--- config.mk ---
export PLATFORM = sky130hd
export DESIGN_NAME = bram_lane_accumulator_flat
export DESIGN_NICKNAME = d
export VERILOG_FILES = /design/src/rtl/bram_lane_accumulator_pkg.sv /design/src/rtl/bram_lane_accumulator_if.sv /design/src/rtl/bram_lane_acc.sv /design/src/rtl/bram_lane_accumulator.sv /design/src/flat_wrapper.sv
export SDC_FILE = /design/constraint.sdc
export NUM_CORES = 1
export LEC_CHECK = 0
export CORE_ASPECT_RATIO = 0.75
export CORE_UTILIZATION = 46
export DETAILED_ROUTE_END_ITERATION = 16
export MAX_ROUTING_LAYER = met4
export PLACE_DENSITY = 0.8
export SLEW_MARGIN = 5
export SYNTH_ARGS = -nofsm -noshare
export SYNTH_HDL_FRONTEND = slang
export SYNTH_SLANG_ARGS = --single-unit
export TNS_END_PERCENT = 30
--- constraint.sdc ---
create_clock -name clk -period 3.2 [get_ports clk]
set_input_delay 0.64 -clock clk [delete_from_list [all_inputs] [get_ports clk]]
set_output_delay 0.64 -clock clk [all_outputs]
set_load 0.01 [all_outputs]
--- src/rtl/bram_lane_accumulator_pkg.sv ---
// Shared types and lane helpers for the BRAM lane accumulator.
// Build option: ACC_SATURATE_EN makes lane sums saturate instead of wrap.
package bram_lane_accumulator_pkg;

   typedef enum logic [2:0] {
      ST_IDLE  = 3'd0,
      ST_RUN   = 3'd1,
      ST_FLUSH = 3'd2,
      ST_WRITE = 3'd3,
      ST_DONE  = 3'd4
   } state_t;

   localparam int STATE_W = 3;

   function automatic int lane_lo(input int lane, input int width);
      return lane * width;
   endfunction

endpackage

--- src/rtl/bram_lane_accumulator_if.sv ---
// BRAM0/BRAM1 port bundle between the accumulator and the two memories.
// The accumulator is the master and drives address, enable and write data.
interface bram_lane_accumulator_if #(
   parameter int AWIDTH   = 8,
   parameter int DWIDTH_1 = 32,
   parameter int DWIDTH_2 = 64
);

   logic [AWIDTH-1:0]   addr_b0_o;
   logic                ce_b0_o;
   logic                we_b0_o;
   logic [DWIDTH_1-1:0] d_b0_o;
   logic [DWIDTH_1-1:0] q_b0_i;

   logic [AWIDTH-1:0]   addr_b1_o;
   logic                ce_b1_o;
   logic                we_b1_o;
   logic [DWIDTH_2-1:0] d_b1_o;
   logic [DWIDTH_2-1:0] q_b1_i;

   modport master (
      output addr_b0_o, ce_b0_o, we_b0_o, d_b0_o,
      input  q_b0_i,
      output addr_b1_o, ce_b1_o, we_b1_o, d_b1_o,
      input  q_b1_i
   );

   modport slave (
      input  addr_b0_o, ce_b0_o, we_b0_o, d_b0_o,
      output q_b0_i,
      input  addr_b1_o, ce_b1_o, we_b1_o, d_b1_o,
      output q_b1_i
   );

endinterface

--- src/rtl/bram_lane_acc.sv ---
// One unsigned lane accumulator; wraps by default, saturates with
// ACC_SATURATE_EN defined.
module bram_lane_acc #(
   parameter int IN_W  = 8,
   parameter int ACC_W = 16
) (
   input  logic             clk,
   input  logic             reset_n,
   input  logic             clear,
   input  logic             enable,
   input  logic [IN_W-1:0]  data,
   output logic [ACC_W-1:0] sum
);

   logic [ACC_W-1:0] nxt_w;

`ifdef ACC_SATURATE_EN
   logic [ACC_W:0] add_w;

   assign add_w = {1'b0, sum} + (ACC_W+1)'(data);
   assign nxt_w = add_w[ACC_W] ? '1 : add_w[ACC_W-1:0];
`else
   assign nxt_w = sum + ACC_W'(data);
`endif

   always_ff @(posedge clk or negedge reset_n) begin
      if (!reset_n) begin
         sum <= '0;
      end else if (clear) begin
         sum <= '0;
      end else if (enable) begin
         sum <= nxt_w;
      end
   end

endmodule

--- src/rtl/bram_lane_accumulator.sv ---
// Streams N words from BRAM0, sums each lane, writes one packed result
// word to BRAM1. Build option: ACC_SATURATE_EN (saturating lane sums).
module bram_lane_accumulator
   import bram_lane_accumulator_pkg::*;
#(
   parameter int CNT_BIT       = 31,
   parameter int NUM_LANE      = 4,
   parameter int IN_DATA_WIDTH = 8,
   parameter int ACC_WIDTH     = 16,
   parameter int AWIDTH        = 8,
   parameter int DWIDTH_1      = NUM_LANE * IN_DATA_WIDTH,
   parameter int DWIDTH_2      = NUM_LANE * ACC_WIDTH
) (
   input  logic               clk,
   input  logic               reset_n,
   input  logic               start_run_i,
   input  logic [CNT_BIT-1:0] run_count_i,
   input  logic [AWIDTH-1:0]  rd_base_i,
   input  logic [AWIDTH-1:0]  wr_addr_i,
   output logic               idle_o,
   output logic               read_o,
   output logic               write_o,
   output logic               done_o,
   bram_lane_accumulator_if.master bram
);

   state_t             state;
   logic [CNT_BIT-1:0] cnt_q;
   logic [CNT_BIT-1:0] k_q;
   logic [AWIDTH-1:0]  base_q;
   logic [AWIDTH-1:0]  wr_q;
   logic [AWIDTH-1:0]  addr0_q;
   logic [AWIDTH-1:0]  addr1_q;
   logic               ce0_q;
   logic               ce1_q;
   logic               we1_q;
   logic               rd_vld_q;
   logic               clear_w;
   logic [DWIDTH_2-1:0] sum_w;

   assign clear_w = (state == ST_IDLE) && start_run_i;

   assign bram.addr_b0_o = addr0_q;
   assign bram.ce_b0_o   = ce0_q;
   assign bram.we_b0_o   = 1'b0;
   assign bram.d_b0_o    = '0;
   assign bram.addr_b1_o = addr1_q;
   assign bram.ce_b1_o   = ce1_q;
   assign bram.we_b1_o   = we1_q;
   assign bram.d_b1_o    = sum_w;

   // rd_vld_q marks the cycle in which q_b0_i carries last cycle's read
   for (genvar i = 0; i < NUM_LANE; i++) begin : g_lane
      bram_lane_acc #(
         .IN_W  (IN_DATA_WIDTH),
         .ACC_W (ACC_WIDTH)
      ) u_acc (
         .clk     (clk),
         .reset_n (reset_n),
         .clear   (clear_w),
         .enable  (rd_vld_q),
         .data    (bram.q_b0_i[lane_lo(i, IN_DATA_WIDTH) +: IN_DATA_WIDTH]),
         .sum     (sum_w[lane_lo(i, ACC_WIDTH) +: ACC_WIDTH])
      );
   end

   always_ff @(posedge clk or negedge reset_n) begin
      if (!reset_n) begin
         state    <= ST_IDLE;
         cnt_q    <= '0;
         k_q      <= '0;
         base_q   <= '0;
         wr_q     <= '0;
         addr0_q  <= '0;
         addr1_q  <= '0;
         ce0_q    <= 1'b0;
         ce1_q    <= 1'b0;
         we1_q    <= 1'b0;
         rd_vld_q <= 1'b0;
         idle_o   <= 1'b1;
         read_o   <= 1'b0;
         write_o  <= 1'b0;
         done_o   <= 1'b0;
      end else begin
         rd_vld_q <= read_o;
         unique case (state)
            ST_IDLE: begin
               if (start_run_i) begin
                  cnt_q  <= run_count_i;
                  base_q <= rd_base_i;
                  wr_q   <= wr_addr_i;
                  k_q    <= '0;
                  idle_o <= 1'b0;
                  if (run_count_i != '0) begin
                     state   <= ST_RUN;
                     read_o  <= 1'b1;
                     ce0_q   <= 1'b1;
                     addr0_q <= rd_base_i;
                  end else begin
                     state  <= ST_DONE;
                     done_o <= 1'b1;
                  end
               end
            end
            ST_RUN: begin
               if (k_q == cnt_q - CNT_BIT'(1)) begin
                  state   <= ST_FLUSH;
                  read_o  <= 1'b0;
                  ce0_q   <= 1'b0;
                  addr0_q <= '0;
               end else begin
                  k_q     <= k_q + CNT_BIT'(1);
                  addr0_q <= base_q + AWIDTH'(k_q + CNT_BIT'(1));
               end
            end
            ST_FLUSH: begin
               state   <= ST_WRITE;
               write_o <= 1'b1;
               ce1_q   <= 1'b1;
               we1_q   <= 1'b1;
               addr1_q <= wr_q;
            end
            ST_WRITE: begin
               state   <= ST_DONE;
               write_o <= 1'b0;
               ce1_q   <= 1'b0;
               we1_q   <= 1'b0;
               addr1_q <= '0;
               done_o  <= 1'b1;
            end
            ST_DONE: begin
               state  <= ST_IDLE;
               done_o <= 1'b0;
               idle_o <= 1'b1;
            end
            default: begin
               state  <= ST_IDLE;
               idle_o <= 1'b1;
            end
         endcase
      end
   end

endmodule

--- src/flat_wrapper.sv ---
// flat-port wrapper written by rule: the top's interface ports become plain ports
module bram_lane_accumulator_flat import bram_lane_accumulator_pkg::*;
#(
   parameter int CNT_BIT       = 31,
   parameter int NUM_LANE      = 4,
   parameter int IN_DATA_WIDTH = 8,
   parameter int ACC_WIDTH     = 16,
   parameter int AWIDTH        = 8,
   parameter int DWIDTH_1      = NUM_LANE * IN_DATA_WIDTH,
   parameter int DWIDTH_2      = NUM_LANE * ACC_WIDTH
)
  (clk, reset_n, start_run_i, run_count_i, rd_base_i, wr_addr_i, idle_o, read_o, write_o, done_o, bram_addr_b0_o, bram_ce_b0_o, bram_we_b0_o, bram_d_b0_o, bram_q_b0_i, bram_addr_b1_o, bram_ce_b1_o, bram_we_b1_o, bram_d_b1_o, bram_q_b1_i);
  bram_lane_accumulator_if #(.AWIDTH(AWIDTH), .DWIDTH_1(DWIDTH_1), .DWIDTH_2(DWIDTH_2)) bram_i ();
  input  logic clk;
  input  logic reset_n;
  input  logic start_run_i;
  input  logic [CNT_BIT-1:0] run_count_i;
  input  logic [AWIDTH-1:0] rd_base_i;
  input  logic [AWIDTH-1:0] wr_addr_i;
  output logic idle_o;
  output logic read_o;
  output logic write_o;
  output logic done_o;
  output wire logic [$bits(bram_i.addr_b0_o)-1:0] bram_addr_b0_o;
  output wire logic [$bits(bram_i.ce_b0_o)-1:0] bram_ce_b0_o;
  output wire logic [$bits(bram_i.we_b0_o)-1:0] bram_we_b0_o;
  output wire logic [$bits(bram_i.d_b0_o)-1:0] bram_d_b0_o;
  input wire logic [$bits(bram_i.q_b0_i)-1:0] bram_q_b0_i;
  output wire logic [$bits(bram_i.addr_b1_o)-1:0] bram_addr_b1_o;
  output wire logic [$bits(bram_i.ce_b1_o)-1:0] bram_ce_b1_o;
  output wire logic [$bits(bram_i.we_b1_o)-1:0] bram_we_b1_o;
  output wire logic [$bits(bram_i.d_b1_o)-1:0] bram_d_b1_o;
  input wire logic [$bits(bram_i.q_b1_i)-1:0] bram_q_b1_i;
  assign bram_addr_b0_o = bram_i.addr_b0_o;
  assign bram_ce_b0_o = bram_i.ce_b0_o;
  assign bram_we_b0_o = bram_i.we_b0_o;
  assign bram_d_b0_o = bram_i.d_b0_o;
  assign bram_i.q_b0_i = bram_q_b0_i;
  assign bram_addr_b1_o = bram_i.addr_b1_o;
  assign bram_ce_b1_o = bram_i.ce_b1_o;
  assign bram_we_b1_o = bram_i.we_b1_o;
  assign bram_d_b1_o = bram_i.d_b1_o;
  assign bram_i.q_b1_i = bram_q_b1_i;
  bram_lane_accumulator #(.CNT_BIT(CNT_BIT), .NUM_LANE(NUM_LANE), .IN_DATA_WIDTH(IN_DATA_WIDTH), .ACC_WIDTH(ACC_WIDTH), .AWIDTH(AWIDTH), .DWIDTH_1(DWIDTH_1), .DWIDTH_2(DWIDTH_2)) u_core (.clk(clk), .reset_n(reset_n), .start_run_i(start_run_i), .run_count_i(run_count_i), .rd_base_i(rd_base_i), .wr_addr_i(wr_addr_i), .idle_o(idle_o), .read_o(read_o), .write_o(write_o), .done_o(done_o), .bram(bram_i));
endmodule
Word level (Yosys, flattened, before mapping). Cells that the tools add are included.

$add $sub $neg: 7. Bitwise gates (word level): 1. Equal/unequal tests: 10. Reduce and logical (&&, ||, !) cells: 15. Multiplexer cells: 30.

Operator list (count): 16-bit 2-to-1 mux (8); 16-bit by 8-bit adder with 16-bit output (4); 31-bit 2-to-1 mux (2); 31-bit case mux with 2 select lines (1); 8-bit case mux with 2 select lines (2); 31-bit by 1-bit adder with 31-bit output, second input constant (1); 31-bit equality test (1); 31-bit nonzero test (1); 31-bit by 1-bit subtractor with 31-bit output, second input constant (1); 8-bit 2-to-1 mux (3); 3-bit case mux with 4 select lines (1); 3-bit 2-to-1 mux (3); 3-bit AND reduction (3); 8-bit adder (1); 2-bit inequality test, second input constant (4); 3-bit by 2-bit equality test with 1-bit output, second input constant (2); 1-bit 2-to-1 mux (6); 1-bit case mux with 2 select lines (3); 2-bit AND reduction (3); 2-bit nonzero test (3); 4-bit AND reduction (1); 3-bit by 1-bit equality test with 1-bit output, second input constant (1); 3-bit equality test, second input constant (1); 3-bit zero test (1); 6 further kinds (6).

Input bits: 146. Register bits after elaboration: 166. Output and inout port bits: 120.

Longest topological paths before layout.
Depth after elaboration: 4. Gate-level depth with buffers: 12. Mapped depth without buffers: 12.

Cells and area by module. From an unflattened synthesis, not the netlist that was laid out.

Cells, all modules: 1301. Area, all modules: 11179.5 um2.

Modules (own cells, without submodules): bram_lane_accumulator (instances 1, area an instance 6448.7 um2, cells each 778); bram_lane_acc at u_core.g_lane[0].u_acc ... (instances 3, area an instance 1181.1 um2, cells each 131); bram_lane_acc at u_core.g_lane[1].u_acc (instances 1, area an instance 1187.4 um2, cells each 130).

Worst setup path after synthesis. OpenSTA, ideal clock, no wires.

Path kind: reg-to-reg. Start point: register u_core.cnt_q[3]. End point: register u_core.addr0_q[1], in the netlist u_core.bram.addr_b0_o[1]. Setup slack: -32 ps. Buffers on the path: 3. Data required time: 3063 ps. Stages on the path, launching flop included: 12. Data arrival time: 3095 ps. Cell sequence: dfrtp_1 -> buf_6 -> or3_4 -> buf_6 -> nor4_4 -> nand3_1 -> xnor2_1 -> or4_4 -> or4_1 -> buf_6 -> a22oi_1 -> a21oi_1.

Longest elaborated chain between the ends: 4.

Ends and longest elaborated chain: start: declaration (RTL line bram_lane_accumulator.sv:28) `logic [CNT_BIT-1:0] cnt_q;`; start signal: assignment (RTL line bram_lane_accumulator.sv:89) `cnt_q <= run_count_i;`; 31-bit by 1-bit subtractor with 31-bit output (RTL line bram_lane_accumulator.sv:106) `if (k_q == cnt_q - CNT_BIT'(1)) begin`; 31-bit equality test (RTL line bram_lane_accumulator.sv:106); 8-bit 2-to-1 mux (RTL line bram_lane_accumulator.sv:106); 8-bit case mux with 2 select lines (RTL line bram_lane_accumulator.sv:86) `unique case (state)`; end signal: assignment (RTL line bram_lane_accumulator.sv:98) `addr0_q <= rd_base_i;`; end signal: assignment (RTL line bram_lane_accumulator.sv:113) `addr0_q <= base_q + AWIDTH'(k_q + CNT_BIT'(1));`; end: declaration (RTL line bram_lane_accumulator.sv:32) `logic [AWIDTH-1:0] addr0_q;`.

Every way passes these cells. A chain may end at the register's enable or synchronous reset.

Final worst setup path.
Start point: register u_core.cnt_q[18]. End point: register u_core.k_q[20].

Longest elaborated chain between the ends: 4.

Ends and longest elaborated chain: 31-bit by 1-bit subtractor with 31-bit output (RTL line bram_lane_accumulator.sv:106); 31-bit equality test (RTL line bram_lane_accumulator.sv:106); 2-bit inequality test (no line); 3-bit AND reduction (no line); end signal: assignment (RTL line bram_lane_accumulator.sv:112) `k_q <= k_q + CNT_BIT'(1);`; end: declaration (RTL line bram_lane_accumulator.sv:29) `logic [CNT_BIT-1:0] k_q;`.

Every way passes these cells.

==> run_results.csv <==
group,metric,value,unit
setup_path,crit_type,"register to register",
synth,synth_enable_flop_cells,0,
clocking,root_buffer,"clkbuf_16",
timing,grt_setup_unrepaired,"true",
grt,grt_use_total,25.7,%
cells_and_area,drive_gt1_share,12.7,%
routing,firstDrtPassIters,5,
run,maxCapViolations,0,
timing,maxSlewHeadroom,43.3,%
pwr,finalPower,9460,uW
synth,ys_top_cells_by_count,"225 x nand2_1, 165 x dfrtp_1, 88 x a21oi_1",
timing,fmax,0.307,GHz
clocking,cts_tree,"done",
timing,fin_worst_skew,0.0154,ns
routing,drcViolationCount,0,
setup_path,cp-start-kind,"register",
placement,globalplace.congestion,0.896,
setup_path,crit_fanout,6,
synth,synth_top_cell_by_area,"dfrtp_1",
floorplanning,die_area,23700,um^2
synth,ys_warn_count,0,
floorplanning,rows,47,
setup_path,max_stage_delay,0.55,ns
timing,drv_slew,0,
clocking,cts_buffers,17,
grt,grt_pass1_vias,9381,
placement,port_buffers,168,
synth,ys_types,73,
setup_path,cp_slowest_cell,"or4_4",
routing,via_per_inst,5.65,
floorplanning,pin_count,266,
floorplanning,design.core.area,22300,um^2
clocking,htreeDepth,4,
floorplanning,start_util,47.6,%
cells_and_area,fillers,1876,
floorplanning,fp.dieH,134,um
routing,ant_nets,0,
outcome,status,"finished with violations",
outcome,violations,"setup timing",
pwr,ir_worst_vdd,0.000447,V
synth,ys_async_sr_fraction,100,%
timing,finalHoldWorstSlack,0.155,ns
grt,grt_pass1_wl,47400,um
timing,finalWorstSetupSlack,-0.0585,ns
clocking,insertion_delay,0.44,ns
cells_and_area,num-nets-final,1639,
routing,drt_iter0_drc,769,
cells_and_area,diodes,0,
synth,netlist_instances,1247,
timing,post-route-period-util,102,%
setup_path,critical-path-top-delay-family,"simple AND/OR/NAND/NOR gates",
routing,wl,29400,um
timing,post-route-min-period,3.26,ns
setup_path,end_kind,"register",
setup_path,cp_cell_sequence,"or4_4 > buf_6 > or4_4 > nand2_2 > a31oi_1 > o2111ai_2 > nor4_4 > buf_4 > buf_12 > buf_4 > or4_1 > a21oi_1",
placement,dp_hpwl,20300,um
grt,grt_max_degree,76,
setup_path,cp_data_required_time,3.55,ns
pwr,leakagePower,0.00607,uW
clocking,cts.path.max_buffers,2,
synth,ys_ff_latch,166,
synth,synthFlopType,"dfrtp_1",
synth,yosysSeqAreaShare,39.1,%
grt,grt_remaining_overflow,0,
timing,hold_viol,0,
routing,vias,9905,
clocking,clock-sinks,166,
synth,synth_area_per_cell,8.53,um^2
synth,netlist.area_leader.share,38.8,%
synth,syn_area,10600,um^2
synth,synth_most_common_cell,"nand2_1",
timing,tightest_slew,0.850,ns
min_path,hp-class,"input pin to asynchronous set/reset pin",
routing,routedWlPerCell,16.8,um
timing,setup_violations,9,
grt,antenna_found_initial,0,
setup_path,path_buf_inv,4,
clocking,clk_pin_slew,0.07,ns
setup_path,arrival,3.61,ns
cells_and_area,area_growth_syn_to_layout,30.1,%
pwr,p_per_area,684,nW/um^2
floorplanning,chipWidth,178,um
synth,synth_area_leaders,"dfrtp_1 39%, nand2_1 7.9%, ha_1 4.8%",
## cells by family after synthesis
kind of cell             share of synthesized area (%)
AND/OR/NAND/NOR                                   26.1
XOR/XNOR                                          4.45
AO/OA/AOI/OAI                                     13.9
buffers and inverters                             7.52
multiplexers                                      3.13
adder cells (fa/ha/maj)                           5.76
flip-flops                                        39.1
other                                           0.0352
## state kept, by name, summed over array words and instances (netlist names)
name / flops
u_core.base_q: 8
u_core.bram.addr_b0_o: 8
u_core.bram.addr_b1_o: 8
u_core.cnt_q: 31
u_core.done_o: 1
u_core.g_lane.u_acc.sum: 64
u_core.idle_o: 1
u_core.k_q: 31
u_core.rd_vld_q: 1
u_core.read_o: 1
u_core.state: 3
u_core.wr_q: 8
u_core.write_o: 1
## cell type report
class                   instances  area (um^2)  share of cell area, %
multi-input cells             958         6020                   43.5
flip-flops and latches        166         4160                   30.0
clock buffers                  17          425                   3.07
inverters                      55          206                   1.49
repair buffers                249         2490                   18.0
well taps                     294          368                   2.66
clock inverters                15          178                   1.28
## power breakdown
part           switching, uW  internal [uW]  leakage, uW
Combinational           2090           2120      0.00368
Clock                    999           1120     0.000297
Sequential               524           2610      0.00210
## metrics by stage
stage | utilization [%] | cells | area (um^2) | worst slack [ns] | setup TNS (ns)
2_1_floorplan | - | 1279 | 10800 | 0.0169 | 0
3_3_place_gp | 57.3 | 1705 | 12800 | -0.109 | -0.413
3_5_place_dp | 57.3 | 1705 | 12800 | -0.169 | -2.68
4_1_cts | 60.9 | 1748 | 13600 | -0.00772 | -0.0186
5_1_grt | 62.0 | 1754 | 13800 | -0.130 | -2.33
6_report | 62.0 | 1754 | 13800 | -0.0585 | -0.293
## final timing paths
kind | to | from | slack [ns] | cells after the start
max | u_core.k_q[20] | u_core.cnt_q[18] | -0.06 | 12
min | u_core.g_lane[2].u_acc.sum[2] | reset_n | 0.16 | 1
max reg2reg | u_core.k_q[20] | u_core.cnt_q[18] | -0.06 | 12
min reg2reg | u_core.wr_q[2] | u_core.wr_q[2] | 0.48 | 2
max in group asynchronous | u_core.cnt_q[2] | reset_n | 2.28 | 2
min in group clk | u_core.wr_q[2] | u_core.wr_q[2] | 0.48 | 2
## layer usage
layer | up-vias | global-route usage, % | wire length, um
met5 | - | - | 0
met4 | 0 | 5.94 | 360
met1 | 4805 | 36.5 | 14000
met2 | 348 | 38.3 | 13300
met3 | 40 | 4.20 | 1740
li1 | 4712 | - | -
## layout by cell type (no fill, tap or decap), types with 19 or more instances in the layout
master	synthesis	layout
nand2_1	225	224
clkdlybuf4s50_1	0	167
dfrtp_1	165	164
a21oi_1	88	86
nor2_1	70	68
buf_4	37	63
inv_1	55	55
o21ai_0	57	50
ha_1	41	41
nand3_1	40	39
xnor2_1	39	39
conb_1	1	33
mux2i_1	31	31
or4_1	31	28
or2_2	22	22
or3_1	21	20
nand4_1	19	19
nor3_1	21	19
## timing repair
action,4_1_cts,5_1_grt
pin swaps,18,19
gates resized for setup,13,41
endpoints found under the hold margin,0,0
cloned,3,2
buffers inserted,8,5
endpoints found under the setup margin,29,45
hold buffers,0,0
Power figures use the tool's default switching activity.
